$ cat src/rtl/alu_shift_seq.sv
// Iterative SLL/SRL/SRA sequencer: one shift step per clock over valid/ready.
// Optional ALU_SHIFT_SEQ_FAST4_EN: shift by 4 per step while cnt >= 4.
module alu_shift_seq #(
  parameter int XLEN    = 32,
  parameter int SHAMT_W = 5
) (
  input  logic            clk,
  input  logic            rst,
  input  logic            req_valid,
  output logic            req_ready,
  input  logic [1:0]      op,
  input  logic [XLEN-1:0] rs1,
  input  logic [XLEN-1:0] rs2,
  output logic            resp_valid,
  input  logic            resp_ready,
  output logic [XLEN-1:0] rd,
  output logic            busy
);

  typedef enum logic [1:0] {
    IDLE,
    SHIFT,
    DONE
  } state_e;

  localparam logic [1:0] OP_SLL = 2'b00;
  localparam logic [1:0] OP_SRL = 2'b01;
  localparam logic [1:0] OP_SRA = 2'b10;
  localparam logic [1:0] OP_RSV = 2'b11;

  localparam logic [SHAMT_W-1:0] CNT_ZERO = '0;
  localparam logic [SHAMT_W-1:0] CNT_ONE  = SHAMT_W'(1);

  state_e             state_q, state_d;
  logic [XLEN-1:0]    acc_q, acc_d;
  logic [XLEN-1:0]    rd_q, rd_d;
  logic [SHAMT_W-1:0] cnt_q, cnt_d;
  logic [1:0]         op_q, op_d;

  logic [XLEN-1:0]    step1;
  logic [XLEN-1:0]    step_res;
  logic [SHAMT_W-1:0] step_amt;
  logic [SHAMT_W-1:0] rs2_amt;
  logic               accept;
  logic               unused_rs2_hi;

  assign rs2_amt       = rs2[SHAMT_W-1:0];
  assign unused_rs2_hi = ^rs2[XLEN-1:SHAMT_W];

  always_comb begin
    step1 = acc_q;
    unique case (op_q)
      OP_SLL:  step1 = {acc_q[XLEN-2:0], 1'b0};
      OP_SRL:  step1 = {1'b0, acc_q[XLEN-1:1]};
      OP_SRA:  step1 = {acc_q[XLEN-1], acc_q[XLEN-1:1]};
      default: step1 = acc_q;
    endcase
  end

`ifdef ALU_SHIFT_SEQ_FAST4_EN
  localparam logic [SHAMT_W-1:0] CNT_FOUR = SHAMT_W'(4);

  logic [XLEN-1:0] step4;

  always_comb begin
    step4 = acc_q;
    unique case (op_q)
      OP_SLL:  step4 = {acc_q[XLEN-5:0], 4'b0000};
      OP_SRL:  step4 = {4'b0000, acc_q[XLEN-1:4]};
      OP_SRA:  step4 = {{4{acc_q[XLEN-1]}}, acc_q[XLEN-1:4]};
      default: step4 = acc_q;
    endcase
  end

  always_comb begin
    step_res = step1;
    step_amt = CNT_ONE;
    if (cnt_q >= CNT_FOUR) begin
      step_res = step4;
      step_amt = CNT_FOUR;
    end
  end
`else
  assign step_res = step1;
  assign step_amt = CNT_ONE;
`endif

  assign accept = req_valid && req_ready;

  always_comb begin
    state_d = state_q;
    acc_d   = acc_q;
    cnt_d   = cnt_q;
    op_d    = op_q;
    rd_d    = rd_q;
    unique case (state_q)
      IDLE: begin
        if (accept) begin
          acc_d = rs1;
          cnt_d = rs2_amt;
          op_d  = op;
          if (rs2_amt != CNT_ZERO && op != OP_RSV) begin
            state_d = SHIFT;
          end else begin
            state_d = DONE;
            rd_d    = rs1;
          end
        end
      end
      SHIFT: begin
        acc_d = step_res;
        cnt_d = cnt_q - step_amt;
        // Last step lands the result straight into rd
        if (cnt_q == step_amt) begin
          state_d = DONE;
          rd_d    = step_res;
        end
      end
      DONE: begin
        if (resp_ready) begin
          state_d = IDLE;
        end
      end
      default: state_d = IDLE;
    endcase
  end

  always_ff @(posedge clk) begin
    if (rst) begin
      state_q <= IDLE;
      acc_q   <= '0;
      cnt_q   <= '0;
      op_q    <= OP_SLL;
      rd_q    <= '0;
    end else begin
      state_q <= state_d;
      acc_q   <= acc_d;
      cnt_q   <= cnt_d;
      op_q    <= op_d;
      rd_q    <= rd_d;
    end
  end

  assign req_ready  = (state_q == IDLE) && !rst;
  assign busy       = (state_q != IDLE);
  assign resp_valid = (state_q == DONE);
  assign rd         = rd_q;

endmodule

$ cat config.mk
export PLATFORM = sky130hd
export DESIGN_NAME = alu_shift_seq
export DESIGN_NICKNAME = d
export VERILOG_FILES = /design/src/rtl/alu_shift_seq.sv
export SDC_FILE = /design/constraint.sdc
export NUM_CORES = 1
export LEC_CHECK = 0
export CAP_MARGIN = 25
export CORE_ASPECT_RATIO = 1.2
export CORE_MARGIN = 5
export CORE_UTILIZATION = 48
export CTS_CLUSTER_DIAMETER = 40
export DETAILED_ROUTE_END_ITERATION = 6
export PLACE_DENSITY = 0.8
export SYNTH_ARGS = -nofsm -noshare
export SYNTH_HDL_FRONTEND = slang
export SYNTH_SLANG_ARGS = --single-unit
$ cat constraint.sdc
create_clock -name clk -period 2.49 [get_ports clk]
set_input_delay 0.498 -clock clk [delete_from_list [all_inputs] [get_ports clk]]
set_output_delay 0.498 -clock clk [all_outputs]
set_load 0.05 [all_outputs]
Word-level counts from Yosys, hierarchy flattened. Index checks and enable logic that the tools add are counted.

Logic and storage cells: 43. Output and inout bits: 35. Bits in registers: 73. Bits of input ports: 70.

Equal/unequal tests: 10. Muxes and demuxes: 14. $add $sub $neg: 1. Reductions and logical operators: 13.

Operator list (number): two-way mux 32 bit (4); case mux 32 bit (2 select lines) (2); case mux 32 bit (3 select lines) (1); case mux 5 bit (2 select lines) (1); two-way mux 2 bit (4); != test 2 bit, second input constant (4); case mux 2 bit (3 select lines) (1); == test 5 x 1 -> 1 bit, second input constant (1); two-way mux 5 bit (1); nonzero test 5 bit (1); subtractor 5 x 1 -> 5 bit, second input constant (1); == test 2 x 1 -> 1 bit, second input constant (2); == test 2 bit, second input constant (2); logical NOT 2 bit (2); AND reduction 2 bit (2); AND reduction 4 bit (1); nonzero test 2 bit (2); logical AND 1 bit (3); AND reduction 3 bit (1); != test 2 x 1 -> 1 bit, second input constant (1); logical NOT 1 bit (1).

Longest topological paths before layout. Gate-level depths: netlist of the first run.

Depth after elaboration: 5. Gate-level depth with buffers: 8. Gate-level depth less buffers: 6.

Least setup slack after synthesis of the first run. OpenSTA, ideal clock, no wires.

Kind: register to output. From: register state_q[1]. To: output req_ready. Data required time: 1992 ps. Slack: 407 ps. Cell stages (with the launch flop): 4. Buffers on the path: 1. Arrival: 1585 ps. Path through: dfxtp_1 > buf_2 > or2_2 > nor2_1.

Word-level cells in the longest chain between the ends: 2.

Ends and longest elaborated chain: from (decl) (line 34) `state_e state_q, state_d;`; from (signal assigned) (line 136) `state_q <= state_d;`; logical NOT 2 bit (line 144) `assign req_ready = (state_q == IDLE) && !rst;`; logical AND 1 bit (line 144); to (decl) (line 10) `output logic req_ready,`.

No other way between the ends.

Worst setup path after layout of the first run.
From: input rst. To: output req_ready.

Word-level cells in the longest chain between the ends: 2.

Ends and longest elaborated chain: from (decl) (line 8) `input logic rst,`; logical NOT 1 bit (line 144); logical AND 1 bit (line 144).

No other way between the ends.

==> flow_summary.toml, run 1 <==
[synthesis]
synth-async-reset-ratio_pct = 0
ys_ff_latch = 73
synth_fp_nets = 494
yosys.area_share.simple_pct = 15.29
netlist_area_sq_mm = 0.003715
synth_cells = 422
ys_top_cells_by_area = "dfxtp_1 39%, a21oi_1 7.1%, o2bb2ai_1 6.8%"
yosys-mux-area-fraction_pct = 4.446
yosys.area.top_type_share_pct = 39.34
synth_top_family_by_area = "compound AO/OA/AOI/OAI gates"
synth_top_cell_by_area = "dfxtp_1"
synth_warnings = 0
synth_compound_area_share_pct = 33.98
synth_xor_xnor_area_share_pct = 0.2358
synth_flop_cell = "dfxtp_1"
synthAdderAreaFrac_pct = 0.6736
synth.avg_cell_area_sq_um = 8.803
ys_types = 48
synth_edf_count = 0
ys_seq_area_share_pct = 39.34

[finish]
multi_input_area_sq_mm = 0.002047
drive_above_1_share_pct = 13.24
layout_common_cells = "75 x clkdlybuf4s50_1, 72 x dfxtp_1, 51 x a21oi_1, 47 x o21ai_0, 29 x o2bb2ai_1"
regArea_sq_mm = 0.001463
area_growth_pct = 29.71
layout_commonest_cell = "clkdlybuf4s50_1"
layout.nets = 559
fillers = 658
diodes = 0

[sta]
fin_crit_sh_pct = 88.03
finalCriticalPeriod_ns = 2.192
setup_viol = 0
finalMaxSlewViolations = 0
fmax_mhz = 456.2
fin_worst_skew_ns = 0.009278
hold_viol = 0
setup_tns_ns = 0
worst_pin_slew_ns = 0.5469
rsz0062_at_grt = "no"
relSlewSlack_pct = 63.43

[floorplan]
die-area_sq_mm = 0.009606
core_sq_mm = 0.007620
die_x_um = 90.31
start_util_pct = 48.75
io_pins = 105
die_h_um = 106.4
rows = 35

[flow_run]
max_cap_violations = 0

[placement]
dp_hpwl_mm = 6.549
placement.io_buffers = 77
place.gp.congestion = 0.8064

[route]
drt-initial-drc-count = 350
drt_wl_total_mm = 9.742
routedWlPerCell_um = 16.71
via_per_inst = 6.038
first_pass_iters = 6
drc_errors = 0
vias = 3520
antenna_left = 0

[power]
cellPowerDensity_mw_per_mm2 = 678.9
peakVddDrop_mv = 0.4036
leakagePower_nw = 1.627
power.total_mw = 3.271

[global_route]
grt_max_degree = 38
grt_pass1_vias = 3415
grt_pass1_wl_mm = 16.37
antenna_found_initial = 0
overflow = 0
track_usage_pct = 20.31

[clocking]
cts_root_buffer = "clkbuf_8"
postCtsHoldBufs = 0
htree_levels = 3
clock_path_buffers = 2
postCtsSetupBuffers = 0
clock-sinks = 73
cts_tree = "yes"
clk_latency_ns = 0.35
cts_resized = 0
numCtsBuffers = 9
cts.clk_slew.worst_paths_ns = 0.08

[worst_hold_path]
hold_path_class = "reg2reg"
hp-start = "rd[1]"

[worst_setup_path]
worstPathArrival_ns = 1.69
crit_path_start_kind = "input port"
worst_ep_required_time_ns = 1.99
r2r-start = "cnt_q[1]"
r2r_slack_ns = 0.61
end_kind = "output port"
worstSetupStartpoint = "rst"
worst-path-max-fanout = 12
critPathKind = "in2out"

[status]
outcome = "complete, no violations"
-- worst max-delay path, cell delays in order --
cell,delay (ns)
clkdlybuf4s50_1,0.56
buf_4,0.27
nor2_1,0.20
buf_12,0.17
-- routing by layer --
layer  global-route usage, %  share of wire, %  up-vias
met1                   26.51                45     1656
met2                   32.69                48      115
met3                   4.600               4.8       18
met4                   7.660               1.9        0
li1                        -                 -     1731
met5                       0                 0        -
-- synth_stat cells, types with 2 or more instances --
cell,n
a211oi_1,3
a21boi_0,10
a21o_1,2
a21oi_1,53
a221oi_1,15
a222oi_1,3
a32oi_1,11
buf_1,6
buf_2,11
buf_6,3
clkbuf_1,22
dfxtp_1,73
ha_1,2
inv_1,8
mux2_2,4
mux2i_1,12
nand2_1,19
nand2b_1,15
nand3_1,17
nand4b_1,2
nor2_1,5
nor2b_1,2
nor3_1,2
nor3b_1,3
o211ai_1,8
o21ai_0,47
o2bb2ai_1,29
or3_1,2
or3b_2,14
-- metrics by stage --
| stage | util (%) | cell area (sq um) | std cells | hold WS (ns) | worst slack, ns |
|---|---|---|---|---|---|
| final | 63.23 | 4818 | 583 | 0.4647 | 0.2980 |
| after global placement | 60.28 | 4593 | 567 | 0.4453 | 0.07691 |
| after CTS | 63.14 | 4811 | 582 | 0.4654 | 0.3151 |
| after global routing | 63.23 | 4818 | 583 | 0.4856 | 0.2614 |
| after detailed placement | 60.28 | 4593 | 567 | 0.4454 | 0.05050 |
| after floorplan | - | 3715 | 422 | 0.4450 | 0.4070 |
-- worst paths after layout --
path | cells after the start | to
worst max-delay path | 4 | req_ready
worst min-delay path | 2 | rd[1]
worst max register to register | 7 | rd[14]
worst min register to register | 2 | rd[1]
-- power by group --
| part | switching, mW | internal, mW | total [mW] |
|---|---|---|---|
| clock | 0.448 | 0.584 | 1.03 |
| sequential | 0.0986 | 1.28 | 1.38 |
| combinational | 0.497 | 0.362 | 0.859 |
| total | 1.04 | 2.23 | 3.27 |
-- cell families (layout without fill, tap and decap cells) --
| logic type | Yosys count | after routing |
|---|---|---|
| multiplexers | 16 | 16 |
| AND/OR/NAND/NOR | 92 | 92 |
| adder cells (fa/ha/maj) | 2 | 2 |
| flip-flops | 73 | 73 |
| buffers and inverters | 50 | 119 |
| AO/OA/AOI/OAI | 188 | 188 |
| XOR/XNOR | 1 | 1 |
-- final cells by class --
type | instances | share of cell area (%)
clock buffer | 10 | 2.856
multi-input combinational | 299 | 42.48
timing repair buffer | 96 | 19.63
tap | 92 | 2.389
sequential | 73 | 30.36
clock inverter | 5 | 1.662
inverter | 8 | 0.6232
-- sequential cells by signal, summed over array words and instances, names as in the netlist --
signal   flops
acc_q       32
cnt_q        5
op_q         2
rd          32
state_q      2
(Power assumes the default switching activity.)
==> run 2: changes to the inputs <==
CTS_BUF_LIST = sky130_fd_sc_hd__clkbuf_16   (was not set)
==> run 2 against run 1 <==
Effect of this change: combinational power barely moved; hold slack got worse by 0.0043 ns; power rose by 9.7%; sequential power barely moved; largest cell class unchanged; highest routed layer unchanged.
==> flow_summary.toml, run 2 (synthesis gave the netlist of run 1 again) <==
[status]
outcome = "complete, no violations"

[worst_setup_path]
slowest_delay_ns = 0.54
worst-path-max-fanout = 12
worst_ep_required_time_ns = 1.99
critical_path_buf_inv_count = 3
crit_path_start_kind = "input port"
end_kind = "output port"
critPathKind = "in2out"
crit_slowest_cell = "clkdlybuf4s50_1"
crit_family = "buffers and inverters"
crit_chain = "clkdlybuf4s50_1 -> buf_4 -> nor2_1 -> buf_12"
worstPathArrival_ns = 1.67

[sta]
fmax_mhz = 461.6
worst_pin_slew_ns = 0.5408
setup_tns_ns = 0
rsz0062_at_grt = "no"
hold_viol = 0
setup_viol = 0
relSlewSlack_pct = 63.83
fin_worst_skew_ns = 0.007976
fin_crit_sh_pct = 87.01
finalMaxSlewViolations = 0
finalCriticalPeriod_ns = 2.166

[finish]
multi_input_area_sq_mm = 0.002047
layout.nets = 559
layout_commonest_cell = "clkdlybuf4s50_1"
drive_above_1_share_pct = 13.03
regArea_sq_mm = 0.001463
final_util_pct = 64.43
layout_common_cells = "75 x clkdlybuf4s50_1, 72 x dfxtp_1, 51 x a21oi_1, 47 x o21ai_0, 29 x o2bb2ai_1"
diodes = 0
area_growth_pct = 32.17
fillers = 646

[route]
drc_errors = 0
vias = 3522
first_pass_iters = 4
drt-initial-drc-count = 317
drt_wl_total_mm = 9.759
via_per_inst = 6.041
antenna_left = 0
routedWlPerCell_um = 16.74

[floorplan]
die-area_sq_mm = 0.009606
rows = 35
die_x_um = 90.31
die_h_um = 106.4
core_sq_mm = 0.007620
io_pins = 105
start_util_pct = 48.75

[clocking]
cts.clk_slew.worst_paths_ns = 0.05
postCtsSetupBuffers = 0
numCtsBuffers = 9
clock_path_buffers = 2
clk_latency_ns = 0.33
cts_resized = 0
clock-sinks = 73
postCtsHoldBufs = 0
cts_root_buffer = "clkbuf_16"
htree_levels = 3
cts_tree = "yes"

[global_route]
grt_pass1_vias = 3486
track_usage_pct = 20.31
grt_pass1_wl_mm = 16.53
grt_max_degree = 38
overflow = 0
antenna_found_initial = 0

[flow_run]
max_cap_violations = 0

[placement]
placement.io_buffers = 77
dp_hpwl_mm = 6.549
place.gp.congestion = 0.8064

[power]
peakVddDrop_mv = 0.4769
leakagePower_nw = 1.667
cellPowerDensity_mw_per_mm2 = 731.2

[worst_hold_path]
hold_path_class = "reg2reg"
run 2: changes by cell type in the layout (fill, tap and decap cells not counted), sizes merged:
cell	delta
clkinv	+1
clkbuf	-1
run 2: worst paths after layout:
kind | start | endpoint | slack, ns | cells after the start
worst max-delay path | rst | req_ready | 0.32 | 4
worst min-delay path | rd[1] | rd[1] | 0.46 | 2
worst max register to register | cnt_q[1] | rd[14] | 0.62 | 7
worst min register to register | rd[1] | rd[1] | 0.46 | 2
run 2: layout make-up:
type / count / area share [%]
Clock buffer: 9 / 4.587
Clock inverter: 6 / 1.707
Inverter: 8 / 0.6116
Multi-Input combinational cell: 299 / 41.69
Sequential cell: 73 / 29.79
Tap cell: 92 / 2.345
Timing Repair Buffer: 96 / 19.27
run 2: where the power goes:
part           leakage [nW]  switching, mW  internal [mW]
sequential            0.599         0.0984           1.28
combinational         0.923          0.498          0.362
clock                 0.145          0.483          0.866
run 2: layer usage:
layer	track usage, %	part of all wire (%)	vias to the layer above
met5	0	0	-
met4	8.723	2.2	0
met3	3.609	4.4	20
met2	33.05	49	95
met1	26.37	44	1670
li1	-	-	1737
run 2: worst reg2reg max path: cells and delay by family (launching register included):
kind | cells | cell delay, ns
AOI/OAI and AO/OA | 2 | 0.42
adders and majority gates | 1 | 0.13
buffers and inverters | 2 | 0.30
DFF | 1 | 0.32
and+or+nand+nor | 2 | 0.63
run 2: per-stage QoR:
step / setup WS, ns / hold WS (ns) / area [sq um] / total power, mW / instances
detailed placement: 0.05050 / 0.4454 / 4593 / 2.258 / 567
global route: 0.2313 / 0.4788 / 4910 / 3.750 / 583
floorplan: 0.4070 / 0.4450 / 3715 / 1.966 / 422
CTS: 0.3151 / 0.4625 / 4902 / 3.610 / 582
global placement: 0.07691 / 0.4453 / 4593 / 2.233 / 567
finish: 0.3235 / 0.4604 / 4910 / 3.590 / 583
